### src/rtl/approx_mul8_rr_sched_pkg.sv
// Shared constants, operand/product types and the round-robin pick function
// for the approximate-multiplier scheduler.
package approx_mul_pkg;

    localparam int OPW    = 8;
    localparam int PW     = 16;
    localparam int LROWS  = 2;
    localparam int MAXREQ = 16;

    typedef logic [OPW-1:0] op_t;
    typedef logic [PW-1:0]  prod_t;

    // Unused requester slots must be zero in valid; the 4-bit index wraps mod 16,
    // which visits ptr+1 .. NREQ-1, the empty slots, then 0 .. ptr.
    function automatic logic [3:0] next_rr(input logic [3:0] ptr,
                                           input logic [MAXREQ-1:0] valid);
        logic [3:0] idx;
        logic [3:0] pick;
        logic       found;
        pick  = ptr;
        found = 1'b0;
        for (int k = 1; k <= MAXREQ; k++) begin
            idx = ptr + 4'(k);
            if (!found && valid[idx]) begin
                pick  = idx;
                found = 1'b1;
            end
        end
        return pick;
    endfunction

endpackage

### src/rtl/approx_mul8_rr_sched_if.sv
// Request/result bundle between the operand queues, the scheduler and the accumulate stage.
// APPROX_MUL_EXACT_BYPASS_EN adds the per-request exact-mode bit and its result flag.
interface approx_mul8_rr_sched_if #(
    parameter int NREQ = 4,
    parameter int IDW  = 2
);
    import approx_mul_pkg::*;

    logic [NREQ-1:0]     req_valid;
    logic [NREQ-1:0]     req_ready;
    logic [NREQ*OPW-1:0] req_x;
    logic [NREQ*OPW-1:0] req_y;
    logic                res_valid;
    logic                res_ready;
    prod_t               res_z;
    logic [IDW-1:0]      res_id;
`ifdef APPROX_MUL_EXACT_BYPASS_EN
    logic [NREQ-1:0]     req_exact;
    logic                res_exact;

    modport master (output req_valid, req_x, req_y, req_exact, res_ready,
                    input  req_ready, res_valid, res_z, res_id, res_exact);
    modport slave  (input  req_valid, req_x, req_y, req_exact, res_ready,
                    output req_ready, res_valid, res_z, res_id, res_exact);
`else
    modport master (output req_valid, req_x, req_y, res_ready,
                    input  req_ready, res_valid, res_z, res_id);
    modport slave  (input  req_valid, req_x, req_y, res_ready,
                    output req_ready, res_valid, res_z, res_id);
`endif

endinterface

### src/rtl/approx_mul8_rr_sched_l2.sv
// Combinational 8x8 unsigned approximate multiplier: the two low partial-product
// rows are compressed into three columns, their bits below column 6 are dropped.
module approx_mul8_l2
    import approx_mul_pkg::*;
(
    input  op_t   x,
    input  op_t   y,
    output prod_t z
);

    logic p0_5, p0_6, p0_7;
    logic p1_4, p1_5, p1_6, p1_7;
    logic [2:0] col_a;
    logic [2:0] col_b;

    assign p0_5 = y[5] & x[0];
    assign p0_6 = y[6] & x[0];
    assign p0_7 = y[7] & x[0];
    assign p1_4 = y[4] & x[1];
    assign p1_5 = y[5] & x[1];
    assign p1_6 = y[6] & x[1];
    assign p1_7 = y[7] & x[1];

    // Carry-like and sum-like vectors of the compressed rows, both anchored at column 6
    assign col_a = {p0_7 & p1_6, p0_5 & p1_5, p0_6 | p1_4};
    assign col_b = {p1_7, p0_7 ^ p1_6, p0_5 ^ p1_5};

    assign z = ((prod_t'(y) * prod_t'(x[OPW-1:LROWS])) << LROWS)
             + (prod_t'(col_a) << 6)
             + (prod_t'(col_b) << 6);

endmodule

### src/rtl/approx_mul8_rr_sched.sv
// Round-robin scheduler sharing one two-stage approximate multiplier among NREQ requesters.
// APPROX_MUL_EXACT_BYPASS_EN lets a request select the exact product instead.
module approx_mul8_rr_sched
    import approx_mul_pkg::*;
#(
    parameter int NREQ = 4,
    parameter int IDW  = 2
)(
    input logic                   clk,
    input logic                   rst_n,
    approx_mul8_rr_sched_if.slave bus
);

    logic           adv1, adv2, grant_any;
    logic [3:0]     gidx;
    logic [NREQ-1:0] ready;
    logic [IDW-1:0] ptr;
    op_t            x_sel, y_sel;

    logic           vld_p1;
    logic [IDW-1:0] id_p1;
    op_t            x_p1, y_p1;
    prod_t          approx_p1, prod_p1;

    logic           vld_p2;
    logic [IDW-1:0] id_p2;
    prod_t          z_p2;

    assign adv2      = !vld_p2 || bus.res_ready;
    assign adv1      = !vld_p1 || adv2;
    assign gidx      = next_rr(4'(ptr), 16'(bus.req_valid));
    assign grant_any = adv1 && (|bus.req_valid);

    always_comb begin
        ready = '0;
        for (int i = 0; i < NREQ; i++) begin
            ready[i] = grant_any && (gidx == 4'(i));
        end
    end

    assign bus.req_ready = ready;
    assign x_sel = bus.req_x[OPW*int'(gidx[IDW-1:0]) +: OPW];
    assign y_sel = bus.req_y[OPW*int'(gidx[IDW-1:0]) +: OPW];

    // Stage 1: operand capture
    always_ff @(posedge clk) begin
        if (grant_any) begin
            x_p1 <= x_sel;
            y_p1 <= y_sel;
        end
    end

    approx_mul8_l2 u_mul (
        .x (x_p1),
        .y (y_p1),
        .z (approx_p1)
    );

`ifdef APPROX_MUL_EXACT_BYPASS_EN
    logic exact_p1;
    logic exact_p2;

    always_ff @(posedge clk) begin
        if (grant_any) begin
            exact_p1 <= bus.req_exact[gidx[IDW-1:0]];
        end
    end

    always_ff @(posedge clk or negedge rst_n) begin
        if (!rst_n) begin
            exact_p2 <= 1'b0;
        end else if (adv2 && vld_p1) begin
            exact_p2 <= exact_p1;
        end
    end

    assign prod_p1       = exact_p1 ? prod_t'(x_p1) * prod_t'(y_p1) : approx_p1;
    assign bus.res_exact = exact_p2;
`else
    assign prod_p1 = approx_p1;
`endif

    // Stage 2: product register feeding the result port
    always_ff @(posedge clk or negedge rst_n) begin
        if (!rst_n) begin
            vld_p1 <= 1'b0;
            id_p1  <= '0;
            ptr    <= IDW'(NREQ - 1);
            vld_p2 <= 1'b0;
            id_p2  <= '0;
            z_p2   <= '0;
        end else begin
            if (adv1) begin
                vld_p1 <= grant_any;
                if (grant_any) begin
                    id_p1 <= gidx[IDW-1:0];
                    ptr   <= gidx[IDW-1:0];
                end
            end
            if (adv2) begin
                vld_p2 <= vld_p1;
                if (vld_p1) begin
                    z_p2  <= prod_p1;
                    id_p2 <= id_p1;
                end
            end
        end
    end

    assign bus.res_valid = vld_p2;
    assign bus.res_z     = z_p2;
    assign bus.res_id    = id_p2;

endmodule

### src/flat_wrapper.sv
// flat-port wrapper written by rule: the top's interface ports become plain ports
module approx_mul8_rr_sched_flat import approx_mul_pkg::*;
#(
    parameter int NREQ = 4,
    parameter int IDW  = 2
)
  (clk, rst_n, bus_req_valid, bus_req_x, bus_req_y, bus_res_ready, bus_req_ready, bus_res_valid, bus_res_z, bus_res_id);
  approx_mul8_rr_sched_if #(.NREQ(NREQ), .IDW(IDW)) bus_i ();
  input logic clk;
  input logic rst_n;
  input wire logic [$bits(bus_i.req_valid)-1:0] bus_req_valid;
  input wire logic [$bits(bus_i.req_x)-1:0] bus_req_x;
  input wire logic [$bits(bus_i.req_y)-1:0] bus_req_y;
  input wire logic [$bits(bus_i.res_ready)-1:0] bus_res_ready;
  output wire logic [$bits(bus_i.req_ready)-1:0] bus_req_ready;
  output wire logic [$bits(bus_i.res_valid)-1:0] bus_res_valid;
  output wire logic [$bits(bus_i.res_z)-1:0] bus_res_z;
  output wire logic [$bits(bus_i.res_id)-1:0] bus_res_id;
  assign bus_i.req_valid = bus_req_valid;
  assign bus_i.req_x = bus_req_x;
  assign bus_i.req_y = bus_req_y;
  assign bus_i.res_ready = bus_res_ready;
  assign bus_req_ready = bus_i.req_ready;
  assign bus_res_valid = bus_i.res_valid;
  assign bus_res_z = bus_i.res_z;
  assign bus_res_id = bus_i.res_id;
  approx_mul8_rr_sched #(.NREQ(NREQ), .IDW(IDW)) u_core (.clk(clk), .rst_n(rst_n), .bus(bus_i));
endmodule
### config.mk
export PLATFORM = sky130hd
export DESIGN_NAME = approx_mul8_rr_sched_flat
export DESIGN_NICKNAME = d
export VERILOG_FILES = /design/src/rtl/approx_mul8_rr_sched_pkg.sv /design/src/rtl/approx_mul8_rr_sched_if.sv /design/src/rtl/approx_mul8_rr_sched_l2.sv /design/src/rtl/approx_mul8_rr_sched.sv /design/src/flat_wrapper.sv
export SDC_FILE = /design/constraint.sdc
export NUM_CORES = 1
export LEC_CHECK = 0
export CORE_MARGIN = 5
export CORE_UTILIZATION = 47
export CTS_BUF_LIST = sky130_fd_sc_hd__clkbuf_8
export DETAILED_ROUTE_END_ITERATION = 12
export PLACE_DENSITY_LB_ADDON = 0.1
export SETUP_SLACK_MARGIN = 0.02
export SLEW_MARGIN = 20
export SYNTH_ARGS = -nofsm -noshare
export SYNTH_HDL_FRONTEND = slang
export SYNTH_SLANG_ARGS = --single-unit
### constraint.sdc
create_clock -name clk -period 8.58 [get_ports clk]
set_input_delay 1.287 -clock clk [delete_from_list [all_inputs] [get_ports clk]]
set_output_delay 1.287 -clock clk [all_outputs]
set_load 0.005 [all_outputs]
==> impl_metrics.prom, run 1 <==
# TYPE chip_impl_metric gauge
chip_impl_metric{name="globalplace.congestion",unit=""} 0.850
chip_impl_metric{name="post_cts_buffers",unit=""} 0
chip_impl_metric{name="synth-xor-area-share",unit=""} 0.0293
chip_impl_metric{name="timing.max_slew.rel_slack",unit=""} 0.514
chip_impl_metric{name="setup_tns",unit="ns"} 0
chip_impl_metric{name="grt_antenna_before_repair",unit=""} 0
chip_impl_metric{name="grt_start_max_net_pins",unit=""} 27
chip_impl_metric{name="synth_compound_gate_area_share",unit=""} 0.0896
chip_impl_metric{name="synth_area_per_cell",unit="um2"} 10.4
chip_impl_metric{name="design.portCount",unit=""} 94
chip_impl_info{name="cts-root-buf",value="sky130_fd_sc_hd__clkbuf_8"} 1
chip_impl_metric{name="vias_in_the_first_global_route",unit=""} 3156
chip_impl_info{name="synth_top_family_by_area",value="adder cells"} 1
chip_impl_metric{name="synthSimpleGateAreaFrac",unit=""} 0.181
chip_impl_info{name="status",value="complete, no violations"} 1
chip_impl_info{name="worstSetupPathType",value="in2out"} 1
chip_impl_metric{name="level_count_of_the_clock_h_tree",unit=""} 2
chip_impl_metric{name="final.period_utilization",unit=""} 0.644
chip_impl_metric{name="worst_case_clock_buffer_depth",unit=""} 2
chip_impl_metric{name="die_area",unit="um2"} 10200
chip_impl_metric{name="critPathMaxFanout",unit=""} 22
chip_impl_metric{name="final.min_clock_period",unit="ns"} 5.53
chip_impl_metric{name="drt_pre_antenna_iters",unit=""} 6
chip_impl_metric{name="routed_wirelength",unit="um"} 8210
chip_impl_metric{name="synth.yosys.warnings",unit=""} 0
chip_impl_metric{name="grt.total_usage",unit=""} 0.171
chip_impl_metric{name="yosys.area_share.adder",unit=""} 0.243
chip_impl_metric{name="cap_violations",unit=""} 0
chip_impl_info{name="timing.critical_path.from_type",value="input port"} 1
chip_impl_metric{name="antenna_violating_nets_post_route",unit=""} 0
chip_impl_metric{name="insertedDiodeCount",unit=""} 0
chip_impl_metric{name="cp.arrival",unit="ns"} 4.24
chip_impl_metric{name="clk_sinks",unit=""} 38
chip_impl_metric{name="port_buffers",unit=""} 91
chip_impl_info{name="critPathCaptureType",value="output pin"} 1
chip_impl_metric{name="finalSetupViolations",unit=""} 0
chip_impl_metric{name="area_grow_syn2layout",unit="%"} 27.4
chip_impl_metric{name="grt-ovfl-total",unit=""} 0
chip_impl_metric{name="tritoncts_buffer_count",unit=""} 5
chip_impl_info{name="tritoncts",value="built"} 1
chip_impl_metric{name="synth-seq-area-share",unit=""} 0.266
chip_impl_info{name="min-delay-path-class",value="reg2reg"} 1
chip_impl_metric{name="ctsHoldBuffers",unit=""} 0
chip_impl_metric{name="die_width",unit="um"} 101
chip_impl_metric{name="required",unit="ns"} 7.29
chip_impl_metric{name="fmax",unit="GHz"} 0.181
chip_impl_metric{name="fin_nets",unit=""} 591
chip_impl_metric{name="floorplan.initialDensity",unit=""} 0.477
chip_impl_info{name="cpLargestDelayFamily",value="buffers and inverters"} 1
chip_impl_metric{name="routed_via_density",unit=""} 5.31
chip_impl_metric{name="timing.critical_path.buf_inv",unit=""} 2
chip_impl_metric{name="worst-r2r-setup-slack",unit="ns"} 3.74
chip_impl_metric{name="floorplan.die.height",unit="um"} 101
chip_impl_metric{name="routed-via-count",unit=""} 3018
chip_impl_info{name="yosys_most_used_dff",value="sky130_fd_sc_hd__dfrtp_1"} 1
chip_impl_metric{name="cp_slowest_stage_delay",unit="ns"} 0.57
chip_impl_metric{name="clk_latency",unit="ns"} 0.29
chip_impl_metric{name="post_synthesis_mux_area_share",unit=""} 0.127
chip_impl_metric{name="worst-slew-pin-transition",unit="ns"} 0.727
chip_impl_metric{name="core_area",unit="um2"} 8130
chip_impl_metric{name="asyncSetResetFlopFracSynth",unit=""} 0.579
chip_impl_metric{name="detailedRoute.firstIterationViolations",unit=""} 105
chip_impl_metric{name="placedCellCount",unit=""} 560
chip_impl_metric{name="timing.final.hold_violations",unit=""} 0
chip_impl_metric{name="yosysUniqueCellTypes",unit=""} 54
chip_impl_metric{name="clock_skew",unit="ns"} 0.0100
chip_impl_metric{name="synthesized_cell_area",unit="um2"} 3880
chip_impl_info{name="worst_path_max_delay_cell",value="sky130_fd_sc_hd__mux4_2"} 1
chip_impl_metric{name="dp_hpwl",unit="um"} 6670
chip_impl_metric{name="cts_resized",unit=""} 0
chip_impl_metric{name="pins_over_slew_limit",unit=""} 0
chip_impl_info{name="path_cells",value="clkdlybuf4s50_1 > mux4_2 > nand2_1 > mux2i_1 > a31oi_1 > a2bb2oi_4 > and3_1 > clkdlybuf4s50_1"} 1
chip_impl_metric{name="placement_rows",unit=""} 33
chip_impl_metric{name="yosys_register_bits",unit=""} 38
chip_impl_info{name="grt_setup_unrepaired",value="no"} 1
chip_impl_metric{name="global_route_wire_length_before_repair",unit="um"} 14000
chip_impl_metric{name="post_route_cells_drive_above_1_share",unit=""} 0.0929
chip_impl_metric{name="path_clk_slew",unit="ns"} 0.08
chip_impl_info{name="critPathMostFrequentCell",value="sky130_fd_sc_hd__clkdlybuf4s50_1"} 1
chip_impl_metric{name="post_drt_wl_per_cell",unit="um"} 14.4
chip_impl_metric{name="netlist_instances",unit=""} 374
chip_impl_metric{name="synth_enable_flop_cells",unit=""} 16
chip_impl_metric{name="drt_drc_violations_left",unit=""} 0
chip_impl_metric{name="final_cells",unit=""} 568
## worst min-delay path: cells and delay by family, from the launching register on
kind / cells / cell delay [ns]
DFF: 1 / 0.35
and+or+nand+nor: 1 / 0.04
AOI/OAI and AO/OA: 1 / 0.05
## sequential cells by signal (all words and copies together) (netlist names)
signal                cells
u_core.bus.res_z         14
u_core.x_p1               8
u_core.y_p1               8
u_core.bus.res_id         2
u_core.id_p1              2
u_core.ptr                2
u_core.bus.res_valid      1
u_core.vld_p1             1
## layer usage
metal	GRT usage	routed length [um]	vias up
met1	0.217	3620	1456
met5	0	0	-
met2	0.289	3920	97
met4	0.0363	70	0
met3	0.0526	594	6
li1	-	-	1459
## area by class of cell
class                      instances  area, um2
inverter                          39        146
multi-input combinational        285       2630
timing repair buffer              93        921
clock inverter                     3       15.0
tap                              105        131
fill                             686       3190
sequential                        38       1030
clock buffer                       5       68.8
## cell usage in the layout (no fill, tap or decap), types with 3 or more instances in the layout
cell / count
sky130_fd_sc_hd__a21oi_1: 9
sky130_fd_sc_hd__inv_1: 39
sky130_fd_sc_hd__xor2_1: 6
sky130_fd_sc_hd__o21ai_0: 11
sky130_fd_sc_hd__mux4_2: 18
sky130_fd_sc_hd__nor2_1: 12
sky130_fd_sc_hd__clkbuf_8: 5
sky130_fd_sc_hd__nand3_1: 4
sky130_fd_sc_hd__nor2b_1: 3
sky130_fd_sc_hd__and2_1: 42
sky130_fd_sc_hd__clkdlybuf4s50_1: 90
sky130_fd_sc_hd__ha_1: 29
sky130_fd_sc_hd__and3_1: 4
sky130_fd_sc_hd__a21o_1: 6
sky130_fd_sc_hd__nor4_1: 3
sky130_fd_sc_hd__edfxtp_1: 16
sky130_fd_sc_hd__fa_1: 29
sky130_fd_sc_hd__o21a_1: 3
sky130_fd_sc_hd__nand2_1: 52
sky130_fd_sc_hd__nor3b_1: 3
sky130_fd_sc_hd__mux2i_1: 5
sky130_fd_sc_hd__dfrtp_1: 20
sky130_fd_sc_hd__a31oi_1: 3
sky130_fd_sc_hd__xnor2_1: 6
## cells by family (layout without fill, tap and decap cells)
group,count (synthesis),in the layout
AOI/OAI and AO/OA,50,50
xor gates and xnor gates,13,13
adders and majority gates,58,58
buffers and inverters,52,140
DFF,38,38
muxes,26,26
other,1,2
and+or+nand+nor,136,136
## cell usage after synthesis (2+ instances only)
library cell | instances | area, um2
sky130_fd_sc_hd__xor2_1 | 6 | 52.6
sky130_fd_sc_hd__xnor2_1 | 7 | 61.3
sky130_fd_sc_hd__o21ai_0 | 11 | 55.1
sky130_fd_sc_hd__fa_1 | 29 | 581
sky130_fd_sc_hd__o311a_1 | 2 | 20.0
sky130_fd_sc_hd__mux2i_1 | 5 | 50.1
sky130_fd_sc_hd__nor4_1 | 3 | 18.8
sky130_fd_sc_hd__o211ai_1 | 2 | 15.0
sky130_fd_sc_hd__dfrtp_1 | 20 | 500
sky130_fd_sc_hd__dfstp_2 | 2 | 52.6
sky130_fd_sc_hd__nor3_1 | 2 | 10.0
sky130_fd_sc_hd__inv_1 | 39 | 146
sky130_fd_sc_hd__clkbuf_1 | 5 | 18.8
sky130_fd_sc_hd__o21a_1 | 3 | 22.5
sky130_fd_sc_hd__mux2_2 | 2 | 22.5
sky130_fd_sc_hd__and2_1 | 42 | 263
sky130_fd_sc_hd__buf_6 | 5 | 56.3
sky130_fd_sc_hd__ha_1 | 29 | 363
sky130_fd_sc_hd__and3_1 | 4 | 25.0
sky130_fd_sc_hd__nor3b_1 | 3 | 22.5
sky130_fd_sc_hd__a21o_1 | 6 | 45.0
sky130_fd_sc_hd__a31oi_1 | 3 | 18.8
sky130_fd_sc_hd__buf_4 | 3 | 22.5
sky130_fd_sc_hd__edfxtp_1 | 16 | 480
sky130_fd_sc_hd__o31ai_1 | 2 | 15.0
sky130_fd_sc_hd__mux4_2 | 18 | 405
sky130_fd_sc_hd__a21oi_1 | 10 | 50.1
sky130_fd_sc_hd__or3_1 | 2 | 12.5
sky130_fd_sc_hd__nand3_1 | 4 | 20.0
sky130_fd_sc_hd__nor2b_1 | 3 | 18.8
sky130_fd_sc_hd__nand2_1 | 52 | 195
sky130_fd_sc_hd__nor2_1 | 12 | 45.0
## worst paths after layout
check,start,end,cells after the start
min,u_core.bus.res_z[8]$_DFFE_PN0P_,u_core.bus.res_z[8]$_DFFE_PN0P_,2
max,bus_req_valid[0],bus_req_ready[0],8
max in group asynchronous,rst_n,u_core.ptr[1]$_DFFE_PN1P_,1
min in group asynchronous,rst_n,u_core.bus.res_z[15]$_DFFE_PN0P_,1
max reg2reg,u_core.x_p1[4]$_DFFE_PP_,u_core.bus.res_z[15]$_DFFE_PN0P_,15
min reg2reg,u_core.bus.res_z[8]$_DFFE_PN0P_,u_core.bus.res_z[8]$_DFFE_PN0P_,2
## through the flow
stage	util	hold WS (ns)	instance area [um2]	setup slack [ns]
detailed placement	0.597	0.466	4860	2.84
floorplan	-	0.439	3880	4.08
global placement	0.597	0.463	4860	2.91
global route	0.608	0.510	4950	2.91
CTS	0.607	0.485	4940	2.82
finish	0.608	0.479	4950	3.05
Power of run 1 is not shown: default switching activity piles up to over one toggle a cycle in this logic, so the estimate is an artifact.
==> inputs of run 2 (changes only) <==
clock period = 4.75 ns   (was 8.58 ns; I/O delays follow)
==> run 2 against run 1 <==
- first-iteration DRC count up 9.5%
- cell count up 2.8%
- flip-flop and latch count unchanged
- non-clock buffer count is 16 higher
- die area unchanged
- routed wire length is 3.5% higher
- utilization grew 2.8 points
- clock skew is 0.0026 ns higher
- register-to-register slack lost 3.6 ns
- setup slack worse by 2.9 ns
- sequential share of layout area is 0.91 points lower
==> impl_metrics.prom, run 2 (same netlist as run 1, synthesis figures left out) <==
# TYPE chip_impl_metric gauge
chip_impl_info{name="min-delay-path-class",value="in2async"} 1
chip_impl_metric{name="design.portCount",unit=""} 94
chip_impl_metric{name="pins_over_slew_limit",unit=""} 0
chip_impl_metric{name="routed-via-count",unit=""} 3025
chip_impl_metric{name="final.min_clock_period",unit="ns"} 4.58
chip_impl_metric{name="routed_via_density",unit=""} 5.18
chip_impl_info{name="status",value="complete, no violations"} 1
chip_impl_metric{name="insertedDiodeCount",unit=""} 0
chip_impl_metric{name="placement_rows",unit=""} 33
chip_impl_metric{name="globalplace.congestion",unit=""} 0.932
chip_impl_metric{name="port_buffers",unit=""} 91
chip_impl_metric{name="antenna_violating_nets_post_route",unit=""} 0
chip_impl_metric{name="drt_pre_antenna_iters",unit=""} 4
chip_impl_metric{name="area_grow_syn2layout",unit="%"} 33.3
chip_impl_metric{name="timing.final.hold_violations",unit=""} 0
chip_impl_metric{name="clock_skew",unit="ns"} 0.0126
chip_impl_metric{name="drt_drc_violations_left",unit=""} 0
chip_impl_metric{name="register_area",unit="um2"} 1030
chip_impl_metric{name="grt.total_usage",unit=""} 0.171
chip_impl_info{name="cts-root-buf",value="sky130_fd_sc_hd__clkbuf_8"} 1
chip_impl_metric{name="fmax",unit="GHz"} 0.218
chip_impl_metric{name="grt_antenna_before_repair",unit=""} 0
chip_impl_metric{name="timing.max_slew.rel_slack",unit=""} 0.495
chip_impl_metric{name="final_cells",unit=""} 584
chip_impl_info{name="timing.critical_path.from_type",value="register"} 1
chip_impl_metric{name="detailedRoute.firstIterationViolations",unit=""} 115
chip_impl_metric{name="cap_violations",unit=""} 0
chip_impl_metric{name="ctsHoldBuffers",unit=""} 0
chip_impl_metric{name="final.hold.worst_slack",unit="ns"} 0.365
chip_impl_metric{name="post_drt_wl_per_cell",unit="um"} 14.5
chip_impl_metric{name="clk_sinks",unit=""} 38
chip_impl_metric{name="grt_start_max_net_pins",unit=""} 27
chip_impl_metric{name="cp.arrival",unit="ns"} 4.75
chip_impl_metric{name="global_route_wire_length_before_repair",unit="um"} 14200
chip_impl_metric{name="vias_in_the_first_global_route",unit=""} 3255
chip_impl_metric{name="floorplan.die.height",unit="um"} 101
chip_impl_metric{name="floorplan.initialDensity",unit=""} 0.477
chip_impl_metric{name="final.period_utilization",unit=""} 0.965
chip_impl_metric{name="routed_wirelength",unit="um"} 8490
chip_impl_metric{name="largest_register_ffs",unit=""} 14
chip_impl_metric{name="grt-ovfl-total",unit=""} 0
chip_impl_metric{name="level_count_of_the_clock_h_tree",unit=""} 2
chip_impl_metric{name="die_area",unit="um2"} 10200
chip_impl_metric{name="worst_case_clock_buffer_depth",unit=""} 2
chip_impl_metric{name="worst-slew-pin-transition",unit="ns"} 0.755
chip_impl_info{name="layout.cells.most_common",value="sky130_fd_sc_hd__clkdlybuf4s50_1"} 1
chip_impl_metric{name="die_width",unit="um"} 101
chip_impl_metric{name="tritoncts_buffer_count",unit=""} 5
chip_impl_metric{name="multi_input_gate_area_in_the_final_layout",unit="um2"} 2680
chip_impl_metric{name="critPathMaxFanout",unit=""} 7
chip_impl_info{name="worstSetupPathType",value="reg2reg"} 1
chip_impl_metric{name="post_route_cells_drive_above_1_share",unit=""} 0.152
chip_impl_metric{name="finalSetupViolations",unit=""} 0
chip_impl_metric{name="fin_nets",unit=""} 607
chip_impl_metric{name="fillers",unit=""} 668
chip_impl_metric{name="required",unit="ns"} 4.91
chip_impl_info{name="tritoncts",value="built"} 1
chip_impl_info{name="critPathCaptureType",value="register"} 1
chip_impl_metric{name="placedCellCount",unit=""} 569
chip_impl_metric{name="path_clk_slew",unit="ns"} 0.09
chip_impl_metric{name="dp_hpwl",unit="um"} 7010
chip_impl_metric{name="core_area",unit="um2"} 8130
chip_impl_info{name="commonest_cells_after_routing_fill_and_taps_aside",value="sky130_fd_sc_hd__clkdlybuf4s50_1 (90), sky130_fd_sc_hd__nand2_1 (52), sky130_fd_sc_hd__inv_1 (39)"} 1
chip_impl_metric{name="clk_latency",unit="ns"} 0.29
-- run 2: cell types whose count changed in the layout (fill, tap and decap cells not counted), sizes merged --
cell	change
buf	+16
bufinv	+2
inv	-1
clkinv	-1
-- run 2: worst paths after layout --
path,from,to,slack (ns),cells past startpoint
setup / recovery,u_core.x_p1[5]$_DFFE_PP_,u_core.bus.res_z[14]$_DFFE_PN0P_,0.17,17
hold / removal,rst_n,u_core.bus.res_valid$_DFFE_PN0N_,0.37,1
setup reg to reg,u_core.x_p1[5]$_DFFE_PP_,u_core.bus.res_z[14]$_DFFE_PN0P_,0.17,17
hold reg to reg,u_core.id_p1[1]$_DFFE_PN0P_,u_core.bus.res_id[1]$_DFFE_PN0P_,0.47,2
max in group asynchronous,rst_n,u_core.ptr[1]$_DFFE_PN1P_,4.01,1
min in group clk,u_core.id_p1[1]$_DFFE_PN0P_,u_core.bus.res_id[1]$_DFFE_PN0P_,0.47,2
-- run 2: layout make-up --
cell class | instances | share of cell area
timing repair buffer | 109 | 0.201
tap | 105 | 0.0254
multi-input combinational | 285 | 0.519
clock buffer | 5 | 0.0133
clock inverter | 3 | 0.0133
inverter | 39 | 0.0283
sequential | 38 | 0.200
-- run 2: per-layer routing --
metal | share of wire | vias up | GRT usage
li1 | - | 1489 | -
met1 | 0.43 | 1432 | 0.216
met2 | 0.49 | 95 | 0.298
met3 | 0.067 | 9 | 0.0429
met4 | 0.013 | 0 | 0.0363
met5 | 0 | - | 0
-- run 2: timing repair --
action	CTS	global route
gates cloned	0	0
endpoints found under the hold margin	0	0
pin swaps	2	9
buffers inserted	1	6
setup endpoints to repair	1	4
resized for setup	1	12
-- run 2: critical path, cell delays in order (launching register included) --
cell and delay [ns]:
sky130_fd_sc_hd__edfxtp_1 0.50, sky130_fd_sc_hd__and2_4 0.22, sky130_fd_sc_hd__fa_1 0.51, sky130_fd_sc_hd__fa_1 0.52, sky130_fd_sc_hd__inv_1 0.05, sky130_fd_sc_hd__fa_1 0.53, sky130_fd_sc_hd__inv_1 0.06, sky130_fd_sc_hd__ha_4 0.26
sky130_fd_sc_hd__xor2_2 0.17, sky130_fd_sc_hd__fa_1 0.52, sky130_fd_sc_hd__inv_1 0.05, sky130_fd_sc_hd__ha_1 0.29, sky130_fd_sc_hd__a21o_1 0.16, sky130_fd_sc_hd__a21o_1 0.21, sky130_fd_sc_hd__nand3_2 0.08, sky130_fd_sc_hd__nand3b_1 0.12
sky130_fd_sc_hd__xor2_1 0.15, sky130_fd_sc_hd__o21ai_1 0.07
-- run 2: stage by stage --
stage	TNS, ns	setup WS (ns)	util	instance area [um2]
after detailed placement	0	0.00605	0.605	4920
after CTS	0	0.0320	0.623	5070
after floorplan	0	0.249	-	3880
after global placement	0	0.0790	0.605	4920
after global routing	-0.00818	-0.00818	0.636	5170
final	0	0.166	0.636	5170
Power of run 2 is left out for the same reason.
